--- src/rtl/ppu_dbg_pkg.sv ---
// Shared state encoding and address helpers for the PPU run-control / dump sequencer.
package ppu_dbg_pkg;

   typedef enum logic [2:0] {
      ST_RUN   = 3'd0,
      ST_DRAIN = 3'd1,
      ST_READ  = 3'd2,
      ST_WAIT  = 3'd3,
      ST_SEND  = 3'd4,
      ST_DONE  = 3'd5
   } state_t;

   localparam logic [31:0] HALT_INSTR = 32'h0;
   localparam int          WORD_BYTES = 4;

   function automatic logic [31:0] word_addr(input int base, input logic [31:0] idx);
      return 32'(base) + idx * 32'(WORD_BYTES);
   endfunction

endpackage

--- src/rtl/ppu_halt_detect.sv ---
// Zero-instruction streak and saturating run-cycle counter; halt/timeout requests are
// combinational in the deciding cycle, no backpressure (counts only while run=1).
module ppu_halt_detect
   import ppu_dbg_pkg::*;
#(
   parameter int HALT_COUNT = 1,
   parameter int MAX_CYCLES = 1024
) (
   input  logic        clk,
   input  logic        reset,
   input  logic        run,
   input  logic [31:0] instruction,
   input  logic        stall,
   output logic        halt_req,
   output logic        timeout_req,
   output logic [31:0] cycle_count
);

   logic [31:0] streak;
   logic [31:0] streak_nxt;

   // A stalled fetch is the same instruction seen again, so it neither extends nor breaks the streak.
   always_comb begin
      streak_nxt = streak;
      if (!stall) begin
         streak_nxt = (instruction == HALT_INSTR) ? streak + 32'd1 : 32'd0;
      end
   end

   assign halt_req    = run && (streak_nxt >= 32'(HALT_COUNT));
   assign timeout_req = run && (cycle_count == 32'(MAX_CYCLES - 1));

   always_ff @(posedge clk) begin
      if (reset) begin
         streak      <= 32'd0;
         cycle_count <= 32'd0;
      end else if (run) begin
         streak <= streak_nxt;
         // The deciding cycle is not counted, so the count freezes at the exit value.
         if (!halt_req && !timeout_req && (cycle_count != '1)) begin
            cycle_count <= cycle_count + 32'd1;
         end
      end
   end

endmodule

--- src/rtl/ppu_run_dump_ctrl.sv ---
// Detects program end or timeout, freezes and drains the pipeline, then dumps a memory window.
// One beat per 3 cycles (read, wait, send); a beat is held stable while dump_ready is low.
module ppu_run_dump_ctrl
   import ppu_dbg_pkg::*;
#(
   parameter int ADDR_W       = 8,
   parameter int DATA_W       = 32,
   parameter int DUMP_BASE    = 0,
   parameter int DUMP_WORDS   = 16,
   parameter int HALT_COUNT   = 1,
   parameter int DRAIN_CYCLES = 4,
   parameter int MAX_CYCLES   = 1024
) (
   input  logic              clk,
   input  logic              reset,
   input  logic [31:0]       instruction,
   input  logic              stall,
   output logic              halt_pipeline,
   output logic              mem_rd_en,
   output logic [ADDR_W-1:0] mem_rd_addr,
   input  logic [DATA_W-1:0] mem_rd_data,
   output logic              dump_valid,
   input  logic              dump_ready,
   output logic [ADDR_W-1:0] dump_addr,
   output logic [DATA_W-1:0] dump_data,
   output logic              dump_last,
   output logic [31:0]       cycle_count,
   output logic              timeout,
   output logic              done
);

   localparam longint DUMP_END  = longint'(DUMP_BASE) + longint'(WORD_BYTES) * longint'(DUMP_WORDS);
   localparam longint ADDR_SPAN = longint'(1) << ADDR_W;

   if (DUMP_END > ADDR_SPAN) begin : g_bad_window
      $error("ppu_run_dump_ctrl: dump window exceeds the address space");
   end
   if ((DUMP_BASE % WORD_BYTES) != 0) begin : g_bad_base
      $error("ppu_run_dump_ctrl: DUMP_BASE must be word aligned");
   end
   if ((DUMP_WORDS < 1) || (HALT_COUNT < 1) || (MAX_CYCLES < 1)) begin : g_bad_count
      $error("ppu_run_dump_ctrl: DUMP_WORDS, HALT_COUNT and MAX_CYCLES must be at least 1");
   end

   state_t      state;
   logic [31:0] idx;
   logic [31:0] drain_cnt;
   logic        halt_req;
   logic        timeout_req;
   logic        last_word;

   ppu_halt_detect #(
      .HALT_COUNT(HALT_COUNT),
      .MAX_CYCLES(MAX_CYCLES)
   ) u_halt_detect (
      .clk        (clk),
      .reset      (reset),
      .run        (state == ST_RUN),
      .instruction(instruction),
      .stall      (stall),
      .halt_req   (halt_req),
      .timeout_req(timeout_req),
      .cycle_count(cycle_count)
   );

   assign last_word = (idx == 32'(DUMP_WORDS - 1));

   always_ff @(posedge clk) begin
      if (reset) begin
         state         <= ST_RUN;
         idx           <= 32'd0;
         drain_cnt     <= 32'd0;
         halt_pipeline <= 1'b0;
         mem_rd_en     <= 1'b0;
         mem_rd_addr   <= '0;
         dump_valid    <= 1'b0;
         dump_addr     <= '0;
         dump_data     <= '0;
         dump_last     <= 1'b0;
         timeout       <= 1'b0;
         done          <= 1'b0;
      end else begin
         mem_rd_en <= 1'b0;
         case (state)
            ST_RUN: begin
               if (halt_req || timeout_req) begin
                  state         <= ST_DRAIN;
                  halt_pipeline <= 1'b1;
                  timeout       <= !halt_req;
                  drain_cnt     <= 32'd0;
               end
            end
            ST_DRAIN: begin
               if (drain_cnt + 32'd1 >= 32'(DRAIN_CYCLES)) begin
                  state       <= ST_READ;
                  mem_rd_en   <= 1'b1;
                  mem_rd_addr <= ADDR_W'(word_addr(DUMP_BASE, idx));
               end else begin
                  drain_cnt <= drain_cnt + 32'd1;
               end
            end
            ST_READ: state <= ST_WAIT;
            ST_WAIT: begin
               state      <= ST_SEND;
               dump_valid <= 1'b1;
               dump_addr  <= mem_rd_addr;
               dump_data  <= mem_rd_data;
               dump_last  <= last_word;
            end
            ST_SEND: begin
               if (dump_ready) begin
                  dump_valid <= 1'b0;
                  dump_last  <= 1'b0;
                  if (last_word) begin
                     state <= ST_DONE;
                     done  <= 1'b1;
                  end else begin
                     idx         <= idx + 32'd1;
                     state       <= ST_READ;
                     mem_rd_en   <= 1'b1;
                     mem_rd_addr <= ADDR_W'(word_addr(DUMP_BASE, idx + 32'd1));
                  end
               end
            end
            ST_DONE: state <= ST_DONE;
            default: state <= ST_RUN;
         endcase
      end
   end

endmodule
--- config.mk ---
export PLATFORM = sky130hd
export DESIGN_NAME = ppu_run_dump_ctrl
export DESIGN_NICKNAME = d
export VERILOG_FILES = /design/src/rtl/ppu_dbg_pkg.sv /design/src/rtl/ppu_halt_detect.sv /design/src/rtl/ppu_run_dump_ctrl.sv
export SDC_FILE = /design/constraint.sdc
export NUM_CORES = 1
export LEC_CHECK = 0
export ABC_AREA = 1
export CAP_MARGIN = 20
export CORE_MARGIN = 5
export CORE_UTILIZATION = 50
export CTS_CLUSTER_DIAMETER = 60
export CTS_CLUSTER_SIZE = 12
export DETAILED_ROUTE_END_ITERATION = 8
export PLACE_DENSITY = 0.75
export SLEW_MARGIN = 20
export SYNTH_ARGS = -nofsm -noshare
export SYNTH_HDL_FRONTEND = slang
export SYNTH_SLANG_ARGS = --single-unit
--- constraint.sdc ---
create_clock -name clk -period 2.6 [get_ports clk]
set_input_delay 0.26 -clock clk [delete_from_list [all_inputs] [get_ports clk]]
set_output_delay 0.26 -clock clk [all_outputs]
set_load 0.05 [all_outputs]
==> impl_metrics.ini, run 1 <==
[route]
vias = 10810
drt_iter0_drc = 722
wl_met2_mm = 14.08
drt_wl_total_mm = 29.46
first_pass_iters = 5
drc_errors = 0
wl_met3_mm = 1.790
antenna_left = 0
vias_per_cell = 5.235
highest_layer = met4
drt-met1-wl_mm = 12.94
wl_per_cell_microns = 14.27

[outcome]
violations = setup timing
outcome = finished, violations left

[sta]
setup_tns_ns = -0.3184
fin_crit_sh_pct = 101.5
rsz0062_at_grt = true
fmax_ghz = 0.3788
fin_skew_ns = 0.02593
setup_viol_count_final = 15
tightest_slew_ns = 0.9998
slew_violations = 0
finalHoldViolations = 0
layout_setup_ws_ns = -0.03972
slew_headroom_pct = 32.84
period_needed_ns = 2.640
hold_slack_ns = 0.2499

[global_route]
grt_use_total_pct = 23.97
antenna_found_initial = 0
grt_pass1_wl_mm = 47.42
first_global_vias = 10020
gr-total-overflow = 0
grt_max_degree = 99

[critical_path]
crit_fanout = 8
cp_cell_sequence = ha_4 -> buf_6 -> nand2_4 -> nor2_4 -> nand3_4 -> inv_4 -> nand3_1 -> nand3_2 -> nand2_1 -> nor2_1 -> nand2_1 -> nor2_4 -> nand4_4 -> nor2_4 -> clkbuf_16 -> nand2_1 -> a21oi_1
cp.required_ns = 2.97
endpoint_kind = flop
cp_slowest_cell = dfxtp_4
critPathMaxStageDelay_ns = 0.38
path_buf_inv = 3
arrival_ns = 3.01
crit_family = simple AND/OR/NAND/NOR gates
critPathKind = flop to flop
start_kind = flop

[cells_and_area]
area_delta_synth_final_pct = 35.01
nFillCells = 1696
drive_above_1_share_pct = 16.38
antenna_cells = 0
fin_util_pct = 68.04
layout_commonest_cell = nand2_1
fin_cells = 2065
nets = 1855
final_cell_mix = nand2_1, nor2_1, dfxtp_1, clkdlybuf4s50_1, inv_1

[pwr]
ir_drop_uv = 537.2
leakage_nw = 5.299
power_mw = 10.68
p_per_area_mw_per_mm2 = 781.0

[place]
port_buffers = 149
dp_cells = 2022
globalplace.congestion = 0.9702
dp.final_hpwl_mm = 20.71

[cts]
clk_pin_slew_ns = 0.08
clk_latency_ns = 0.46
cts_max_path_buffers = 2
cts.htree.levels = 4
cts_buffers = 17
cts-root-buf = clkbuf_16
cts_hold_buf = 0
cts.sinks = 181
tritoncts = yes

[synth]
synth_top_area_share_pct = 35.77
yosysSeqAreaShare_pct = 35.77
yosysWarningCount = 0
synth_fa_ha_area_share_pct = 0.6175
syn_area_per_cell_sq_um = 6.465
synth_area_leaders = dfxtp_1, nand2_1, nor2_1
synth-edff-count = 0
synthMuxAreaShare_pct = 0
mappedNetlistArea_sq_mm = 0.01013
synthSimpleGateAreaFrac_pct = 36.85
ys_async_sr_fraction_pct = 0
netlist_instances = 1567
synth_top_family_by_area = simple AND/OR/NAND/NOR gates
synthFlopType = dfxtp_1
yosys.cell_types.count = 44
ys_ff_latch = 181
synth_xor_area_share_pct = 5.533
yosysTopAreaCell = dfxtp_1
synth_compound_area_share_pct = 12.67

[floorplan]
die_h_microns = 152.3
pin_count = 154
num_rows = 52
start_util_pct = 50.39
die_w_microns = 152.3
core_sq_mm = 0.02010
die_area_sq_mm = 0.02321

[worst_hold_path]
hold_class = primary input to flop

[job]
max_cap_violations = 0
## sequential cells by signal, summed over array words and instances (netlist names), 3 cells and up
| register | flops |
|---|---|
| idx | 32 |
| dump_addr | 6 |
| dump_data | 32 |
| u_halt_detect.cycle_count | 32 |
| drain_cnt | 32 |
| mem_rd_addr | 6 |
| u_halt_detect.streak | 32 |
| state | 3 |
## metal layers
| metal | up-vias | track usage [%] |
|---|---|---|
| met5 | - | 0 |
| met2 | 323 | 39.84 |
| met3 | 52 | 5.936 |
| met1 | 4904 | 30.77 |
| li1 | 5532 | - |
| met4 | 0 | 7.449 |
## final timing paths
kind / from / end / slack, ns / depth (start not counted)
setup / recovery: u_halt_detect.streak[0] / u_halt_detect.cycle_count[23] / -0.04 / 17
setup reg to reg: u_halt_detect.streak[0] / u_halt_detect.cycle_count[23] / -0.04 / 17
hold reg to reg: timeout / timeout / 0.46 / 2
hold / removal: reset / drain_cnt[11] / 0.25 / 2
## cells in the mapped netlist, drive strengths merged, types with 2 or more instances
| master | instances |
|---|---|
| o21bai | 5 |
| xnor2 | 6 |
| xor2 | 58 |
| clkbuf | 43 |
| inv | 152 |
| nor4 | 17 |
| a21oi | 91 |
| nor2 | 289 |
| and3 | 3 |
| o21a | 3 |
| clkinv | 2 |
| buf | 15 |
| ha | 5 |
| nand4 | 37 |
| a211oi | 4 |
| or2 | 2 |
| dfxtp | 181 |
| o21ai | 135 |
| nand2 | 356 |
| nand3 | 86 |
| a31oi | 3 |
| nor3 | 57 |
| o211ai | 2 |
| nor3b | 5 |
| nand3b | 4 |
## timing repair
item | 4_1_cts | 5_1_grt
buffers inserted | 0 | 8
setup endpoints to repair | 67 | 80
cloned | 0 | 3
pin swaps | 1 | 46
gates resized for setup | 12 | 141
## layout make-up
cell class	count	area [sq um]	share of cell area, %
clock buffers	17	425.4	3.110
repair buffers	251	2379	17.39
flip-flops and latches	181	3684	26.93
well taps	270	337.8	2.470
inverters	154	593.1	4.336
clock inverters	15	206.4	1.509
multi-input cells	1177	6053	44.26
## per-stage QoR
stage	worst slack [ns]	cell area, sq um
6_report	-0.03972	13680
5_1_grt	-0.1732	13680
3_3_place_gp	-0.2766	12430
2_1_floorplan	0.05931	10140
3_5_place_dp	-0.3120	12430
4_1_cts	0.005971	13100
## logic make-up after synthesis
family                     Yosys count
DFF                                181
buffers and inverters              212
adders and majority gates            5
other                                1
xor gates and xnor gates            64
AOI/OAI and AO/OA                  246
and+or+nand+nor                    858
## power breakdown
part,leakage [nW],internal [mW],switching [mW]
Combinational,3.51,1.58,2.57
Clock,0.304,1.34,1.40
Sequential,1.48,3.31,0.484
No activity file was read; power rests on OpenSTA's default activity.
==> inputs of run 2 (changes only) <==
- CORE_MARGIN: 5 -> default
==> run 2 against run 1 <==
Critical path type unchanged. Final area shrank 1.4%. Sequential share of layout area rose by 0.27 points. Critical path depth decreased by 1. Clock skew down 0.0087 ns. Worst hold slack gained 0.060 ns. Final cell count is 0.39% lower. Non-clock buffer count decreased by 3. First-iteration DRC count down 26%. The flow now finishes without violations. Critical endpoint is now u_halt_detect.cycle_count[14].
==> impl_metrics.ini, run 2 (synthesized netlist as in run 1, its figures left out) <==
[sta]
slew_violations = 0
slew_headroom_pct = 60.55
fmax_ghz = 0.3853
setup_viol_count_final = 0
rsz0062_at_grt = true
period_needed_ns = 2.595
tightest_slew_ns = 0.5873
finalHoldViolations = 0
fin_crit_sh_pct = 99.82
fin_skew_ns = 0.01719
layout_setup_ws_ns = 0.004724

[cells_and_area]
layout_commonest_cell = nand2_1
area_delta_synth_final_pct = 33.06
drive_above_1_share_pct = 15.12
final_cell_mix = nand2_1, nor2_1, dfxtp_1
design_area_sq_mm = 0.01348
antenna_cells = 0
nets = 1852
multi_input_area_sq_mm = 0.005958
nFillCells = 1734
seq_area_sq_mm = 0.003666

[route]
drt-met1-wl_mm = 13.20
vias = 10780
antenna_left = 0
highest_layer = met4
drt_iter0_drc = 533
wl_per_cell_microns = 14.06
drt_wl_total_mm = 28.93
wl_met2_mm = 13.47
vias_per_cell = 5.241
first_pass_iters = 7
drc_errors = 0
wl_met3_mm = 1.744

[place]
globalplace.congestion = 0.9526
placed_area_sq_mm = 0.01241
dp.final_hpwl_mm = 20.23
post-place-ws_ns = -0.3222
port_buffers = 149

[floorplan]
start_util_pct = 51.55
pin_count = 154
die_w_microns = 144.3
die_h_microns = 144.3
num_rows = 51
die_area_sq_mm = 0.02084
core_sq_mm = 0.01965

[critical_path]
rrSetupSlack_ns = 0.005
crit_fanout = 8
crit_top_cell = nand2_1
critPathKind = flop to flop
critPathMaxStageDelay_ns = 0.39
arrival_ns = 2.96
cp_cell_sequence = nand2_1 -> inv_1 -> nand2_1 -> nor2_1 -> nand4_1 -> nand3_1 -> nand2_1 -> nor2_1 -> nand2_1 -> nor2_4 -> nand4_4 -> nor2_4 -> buf_6 -> clkbuf_16 -> nand2_1 -> a21oi_1
endpoint_kind = flop
cp_slowest_cell = dfxtp_1
path_buf_inv = 3
cp.required_ns = 2.96
start_kind = flop
crit_family = simple AND/OR/NAND/NOR gates

[global_route]
gr-total-overflow = 0
grt_max_degree = 62
grt_use_total_pct = 27.55
grt_pass1_wl_mm = 46.44
first_global_vias = 9972
antenna_found_initial = 0

[outcome]
outcome = complete, no violations

[pwr]
leakage_nw = 5.235
p_per_area_mw_per_mm2 = 771.7
power_mw = 10.40
ir_drop_uv = 529.4

[cts]
cts-root-buf = clkbuf_16
clk_latency_ns = 0.44
clk_pin_slew_ns = 0.08
cts_buffers = 17
tritoncts = yes
cts.sinks = 181
cts_hold_buf = 0
cts_max_path_buffers = 2
cts.htree.levels = 4

[worst_hold_path]
hold_class = primary input to flop

[job]
max_cap_violations = 0
[run 2: cell count changes in the layout (fill, tap and decap cells not counted), sizes merged]
cell / delta
clkdlybuf4s50: +1
inv: +1
clkinv: -1
buf: -2
dlymetal6s2s: -1
clkbuf: -1
[run 2: what timing repair did]
| item | CTS | global route |
|---|---|---|
| setup buffers | 1 | 7 |
| pin swaps | 1 | 53 |
| gates resized for setup | 15 | 121 |
| cloned | 0 | 2 |
| setup endpoints to repair | 69 | 82 |
[run 2: final cells by class]
cell class / instances / share of cell area [%]
multi-input combinational: 1177 / 44.20
sequential: 181 / 27.20
timing repair buffer: 248 / 17.36
inverter: 154 / 4.381
clock buffer: 17 / 3.156
tap: 265 / 2.460
clock inverter: 15 / 1.253
[run 2: report_power, final]
part	switching, mW	total, mW	internal (mW)
logic	2.48	4.00	1.52
registers	0.495	3.79	3.29
clock network	1.31	2.62	1.30
[run 2: final timing paths]
kind,from,to,cells after the start
setup / recovery,u_halt_detect.streak[15],u_halt_detect.cycle_count[14],16
hold / removal,reset,u_halt_detect.cycle_count[24],2
setup reg to reg,u_halt_detect.streak[15],u_halt_detect.cycle_count[14],16
hold reg to reg,timeout,timeout,2
[run 2: through the flow]
step	util [%]	hold WS, ns	std cells	setup TNS (ns)
after CTS	66.43	0.2748	2048	-0.009191
after global placement	63.14	0.4307	2015	-11.16
after floorplan	-	0.3949	1570	0
after detailed placement	63.14	0.4431	2015	-16.72
after global routing	68.59	0.3291	2057	-3.267
final	68.59	0.3100	2057	0
[run 2: routing by layer]
metal	vias up	GRT usage (%)
li1	5498	-
met1	4926	36.25
met2	315	44.91
met3	41	6.159
met4	0	8.033
met5	-	0
==> RTL change 1, RTL diff (config.mk and constraints of run 2) <==
The parameter `DATA_W` goes from 32 to 28.
--- a/src/rtl/ppu_run_dump_ctrl.sv
+++ b/src/rtl/ppu_run_dump_ctrl.sv
@@ -4,7 +4,7 @@
    import ppu_dbg_pkg::*;
 #(
    parameter int ADDR_W       = 8,
-   parameter int DATA_W       = 32,
+   parameter int DATA_W       = 28,
    parameter int DUMP_BASE    = 0,
    parameter int DUMP_WORDS   = 16,
    parameter int HALT_COUNT   = 1,
Ports: changed (resized dump_data and mem_rd_data); port bits go from 154 to 146. The function was not compared with the original's and may differ.
==> RTL change 1 against run 2 <==
  * Synthesized cell count shrank 0.32%
  * First-iteration DRC count grew 31%
  * Maximum frequency grew 1.9%
  * Sequential cell count shrank 4
  * Area after synthesis shrank 0.49%
  * Final area grew 0.13%
  * Power shrank 0.85%
  * Via count grew 1.5%
  * Setup slack gained 0.049 ns
  * Routed wire length grew 1.0%
  * Largest power group unchanged
==> RTL change 1: results <==
worst_hold_path:
  min_to: "drain_cnt[1]$_SDFFE_PP0P_"
synth:
  yosys-top-cells-count: "368 x nand2_1, 271 x nor2_1, 177 x dfxtp_1, 140 x inv_1, 123 x o21ai_0"
  synthAdderAreaFrac_pct: 0.6206
  synth-compound-area-share_pct: 12.47
  synth.ff_latch_count: 177
  netlist_top_cells_area: "dfxtp_1 35%, nand2_1 14%, nor2_1 10%, o21ai_0 6.1%, inv_1 5.2%"
  synth_xor_area_share_pct: 5.039
grt:
  met3_usage_pct: 7.152
  met1_usage_pct: 34.55
  grt_pass1_wl_um: 46110
  grt_pass1_vias: 10167
  grt_use_met2_pct: 45.69
  track_usage_pct: 27.61
sta:
  clock_skew_ns: 0.01233
  timing.hold.ws_ns: 0.1651
  relSlewSlack_pct: 58.46
place:
  hpwl_um: 20690
  port_buffers: 141
finish:
  n_all_buffers: 238
  buf_share_pct: 16.89
  num-multi-input-gates: 1183
  multi_input_area_share_pct: 45.57
  inv_count: 149
worst_setup_path:
  crit_end: "u_halt_detect.cycle_count[2]$_SDFFE_PP0P_"
  arrival_ns: 2.91
  reg2reg_depth: 19
power:
  p_leak_nw: 5.127
  power.share.switching_pct: 40.63
  comb_power_mw: 4.04
  peakVddDrop_mv: 0.7001
clocking:
  post-cts-setup-buffers: 0
routing:
  drtIter0Drc: 700
  firstDrtPassIters: 5
  wl_met2_um: 13660
  wirelength_um: 29230
  viasPerCell: 5.355
  met3WireLength_um: 2501
  wl_met1_um: 12580
outcome:
  outcome: "finished clean"
## RTL change 1: cell types whose count changed after synthesis, sizes merged, moves of 3 or more
cell           run 2  this run
nand2            356       369
o21ai            135       126
xor2              58        50
inv              152       145
nor3              57        64
dfxtp            181       177
nor2             289       285
clkbuf            43        40
nand3             86        89
## RTL change 1: worst max-delay path, stage by stage (launching register included)
cell,delay (ns)
dfxtp_4,0.39
ha_4,0.17
inv_4,0.04
nor2_4,0.14
nand2_4,0.08
nor2_4,0.16
nand2_1,0.07
nand2_1,0.05
inv_1,0.03
nand2_1,0.08
nand2_1,0.06
nor2_1,0.10
nand2_1,0.10
nor2_4,0.17
nand4_4,0.17
nor2_4,0.18
buf_12,0.14
clkbuf_16,0.15
nand2_1,0.05
a21oi_1,0.13
## RTL change 1: stage by stage
step	setup WS, ns	instance area (um^2)
2_1_floorplan	0.1343	10090
3_3_place_gp	-0.1322	12250
3_5_place_dp	-0.2015	12250
4_1_cts	0.007957	12850
5_1_grt	-0.07791	13500
6_report	0.05327	13500
==> RTL change 2, RTL diff (flow settings as in run 2) <==
Made on the original files. Make the reset (`reset`) asynchronous in 2 clocked blocks.
--- a/src/rtl/ppu_halt_detect.sv
+++ b/src/rtl/ppu_halt_detect.sv
@@ -30,7 +30,7 @@
    assign halt_req    = run && (streak_nxt >= 32'(HALT_COUNT));
    assign timeout_req = run && (cycle_count == 32'(MAX_CYCLES - 1));
 
-   always_ff @(posedge clk) begin
+   always_ff @(posedge clk or posedge reset) begin
       if (reset) begin
          streak      <= 32'd0;
          cycle_count <= 32'd0;
--- a/src/rtl/ppu_run_dump_ctrl.sv
+++ b/src/rtl/ppu_run_dump_ctrl.sv
@@ -65,7 +65,7 @@
 
    assign last_word = (idx == 32'(DUMP_WORDS - 1));
 
-   always_ff @(posedge clk) begin
+   always_ff @(posedge clk or posedge reset) begin
       if (reset) begin
          state         <= ST_RUN;
          idx           <= 32'd0;
Check against the original RTL: differs if reset is asserted again (counterexample within 4 cycles, from zero or initial values and one cycle with reset high); with reset held inactive, the same outputs for 10 cycles.
==> RTL change 2 against run 2 <==
  * Sequential cell count unchanged
  * Global-route usage shrank 0.74 points
  * Routed wire length increased by 1.3%
  * Power increased by 9.9%
  * Via count shrank 2.0%
  * Critical path depth is 2 higher
  * Largest cell class unchanged
  * Setup slack improved by 0.020 ns
  * First-iteration DRC count up 59%
  * Area after synthesis rose by 5.1%
  * Sequential share of layout area rose by 5.0 points
  * Utilization decreased by 1.4 points
  * Final area up 4.5%
==> RTL change 2: results <==
clocking:
  clk_latency_ns: 0.44
  clock-root-buffer: "clkbuf_16"
  htreeDepth: 4
  numCtsBuffers: 17
  clock_path_buffers: 2
synth:
  ys_types: 37
  ys_seq_area_share_pct: 42.53
  synthArstFlopShare_pct: 100.0
  netlist_top_cells_area: "dfrtp_1 43%, nand2_1 18%, nor2_1 6.2%, inv_1 5.2%, xor2_1 5.1%"
  ys.flop_type: "dfrtp_1"
  synth_area_per_cell_um2: 7.104
  yosys_warnings: 0
  yosys-top-cells-count: "521 x nand2_1, 181 x dfrtp_1, 175 x nor2_1, 147 x inv_1, 84 x nand3_1"
place:
  dp_slack_ns: -0.2727
  dp_cells: 1956
  hpwl_um: 21060
  port_buffers: 149
  place_area_um2: 12920
  finalWeightedCongestion: 0.9532
worst_setup_path:
  arrival_ns: 2.95
  path_max_fanout: 9
  crit_path_max_incr_delay_ns: 0.42
  slowest_stage: "dfrtp_1"
worst_hold_path:
  hp-class: "in2async"
grt:
  grt_pass1_vias: 9866
  met1_usage_pct: 37.45
  met3_usage_pct: 5.988
  grt_use_met2_pct: 42.24
  track_usage_pct: 26.81
  grt_max_degree: 79
  antenna_found_initial: 0
  grt_pass1_wl_um: 47300
power:
  intPower_mw: 6.367
  peakVddDrop_mv: 0.7455
  p_leak_nw: 6.399
routing:
  firstDrtPassIters: 5
  route.vias.total: 10567
  drtIter0Drc: 845
  wl_per_cell_um: 14.61
  viasPerCell: 5.265
finish:
  nets: 1792
  drive_gt1_share_pct: 14.67
sta:
  clock_skew_ns: 0.01030
  tightestPinTransition_ns: 0.7375
outcome:
  outcome: "finished clean"
[RTL change 2: cells by family (layout without fill, tap and decap cells)]
logic type	count (synthesis)	after routing	synth area share [%]
compound gates	112	112	5.405
xor+xnor	80	80	6.580
fa+ha+maj	5	5	0.5875
buf+inv	190	420	7.390
flops	181	181	42.53
other cells	1	4	0.03521
simple gates	930	930	37.47
[RTL change 2: power groups by stage]
stage	Clock (mW)	Sequential, mW	Combinational, mW
CTS	2.59	3.69	4.79
finish	2.55	3.70	5.17
detailed placement	0	3.71	4.75
global route	2.71	3.77	5.56
global placement	0	3.71	4.68
floorplan	0	4.92	1.92
[RTL change 2: critical path, delay by kind of cell, from the launching register on]
family                 cells  cell delay (ns)
AND/OR/NAND/NOR           13             1.40
buffers and inverters      5             0.67
flip-flops                 1             0.42
[RTL change 2: cell type report]
class / count / area [um^2]
Fill cell: 1767 / 6868
Multi-Input combinational cell: 1131 / 5736
Sequential cell: 181 / 4534
Timing Repair Buffer: 239 / 2320
Inverter: 149 / 573.1
Clock buffer: 17 / 425.4
Tap cell: 275 / 344.1
Clock inverter: 15 / 155.1
[RTL change 2: repair_timing]
item                       CTS  global route
pin swaps                    3            25
gates cloned                 0             2
setup buffers                1            16
resized for setup           11           117
setup endpoints to repair   73            75
[RTL change 2: metal layers]
layer | up-vias | wire (um)
li1 | 5182 | -
met1 | 4900 | 12920
met4 | 0 | 420
met5 | - | 0
met3 | 45 | 2646
met2 | 440 | 13330
[RTL change 2: worst paths after layout]
kind / start / to / slack, ns / cells after the start
min in group clk: mem_rd_data[13] / dump_data[13]$_DFFE_PP0P_ / 0.35 / 3
worst min register to register: dump_data[14]$_DFFE_PP0P_ / dump_data[14]$_DFFE_PP0P_ / 0.47 / 2
max in group asynchronous: reset / drain_cnt[0]$_DFFE_PP0P_ / 1.81 / 3
worst max-delay path: u_halt_detect.streak[0]$_DFFE_PP0P_ / drain_cnt[26]$_DFFE_PP0P_ / 0.02 / 18
worst max register to register: u_halt_detect.streak[0]$_DFFE_PP0P_ / drain_cnt[26]$_DFFE_PP0P_ / 0.02 / 18
worst min-delay path: reset / idx[24]$_DFFE_PP0P_ / 0.11 / 2
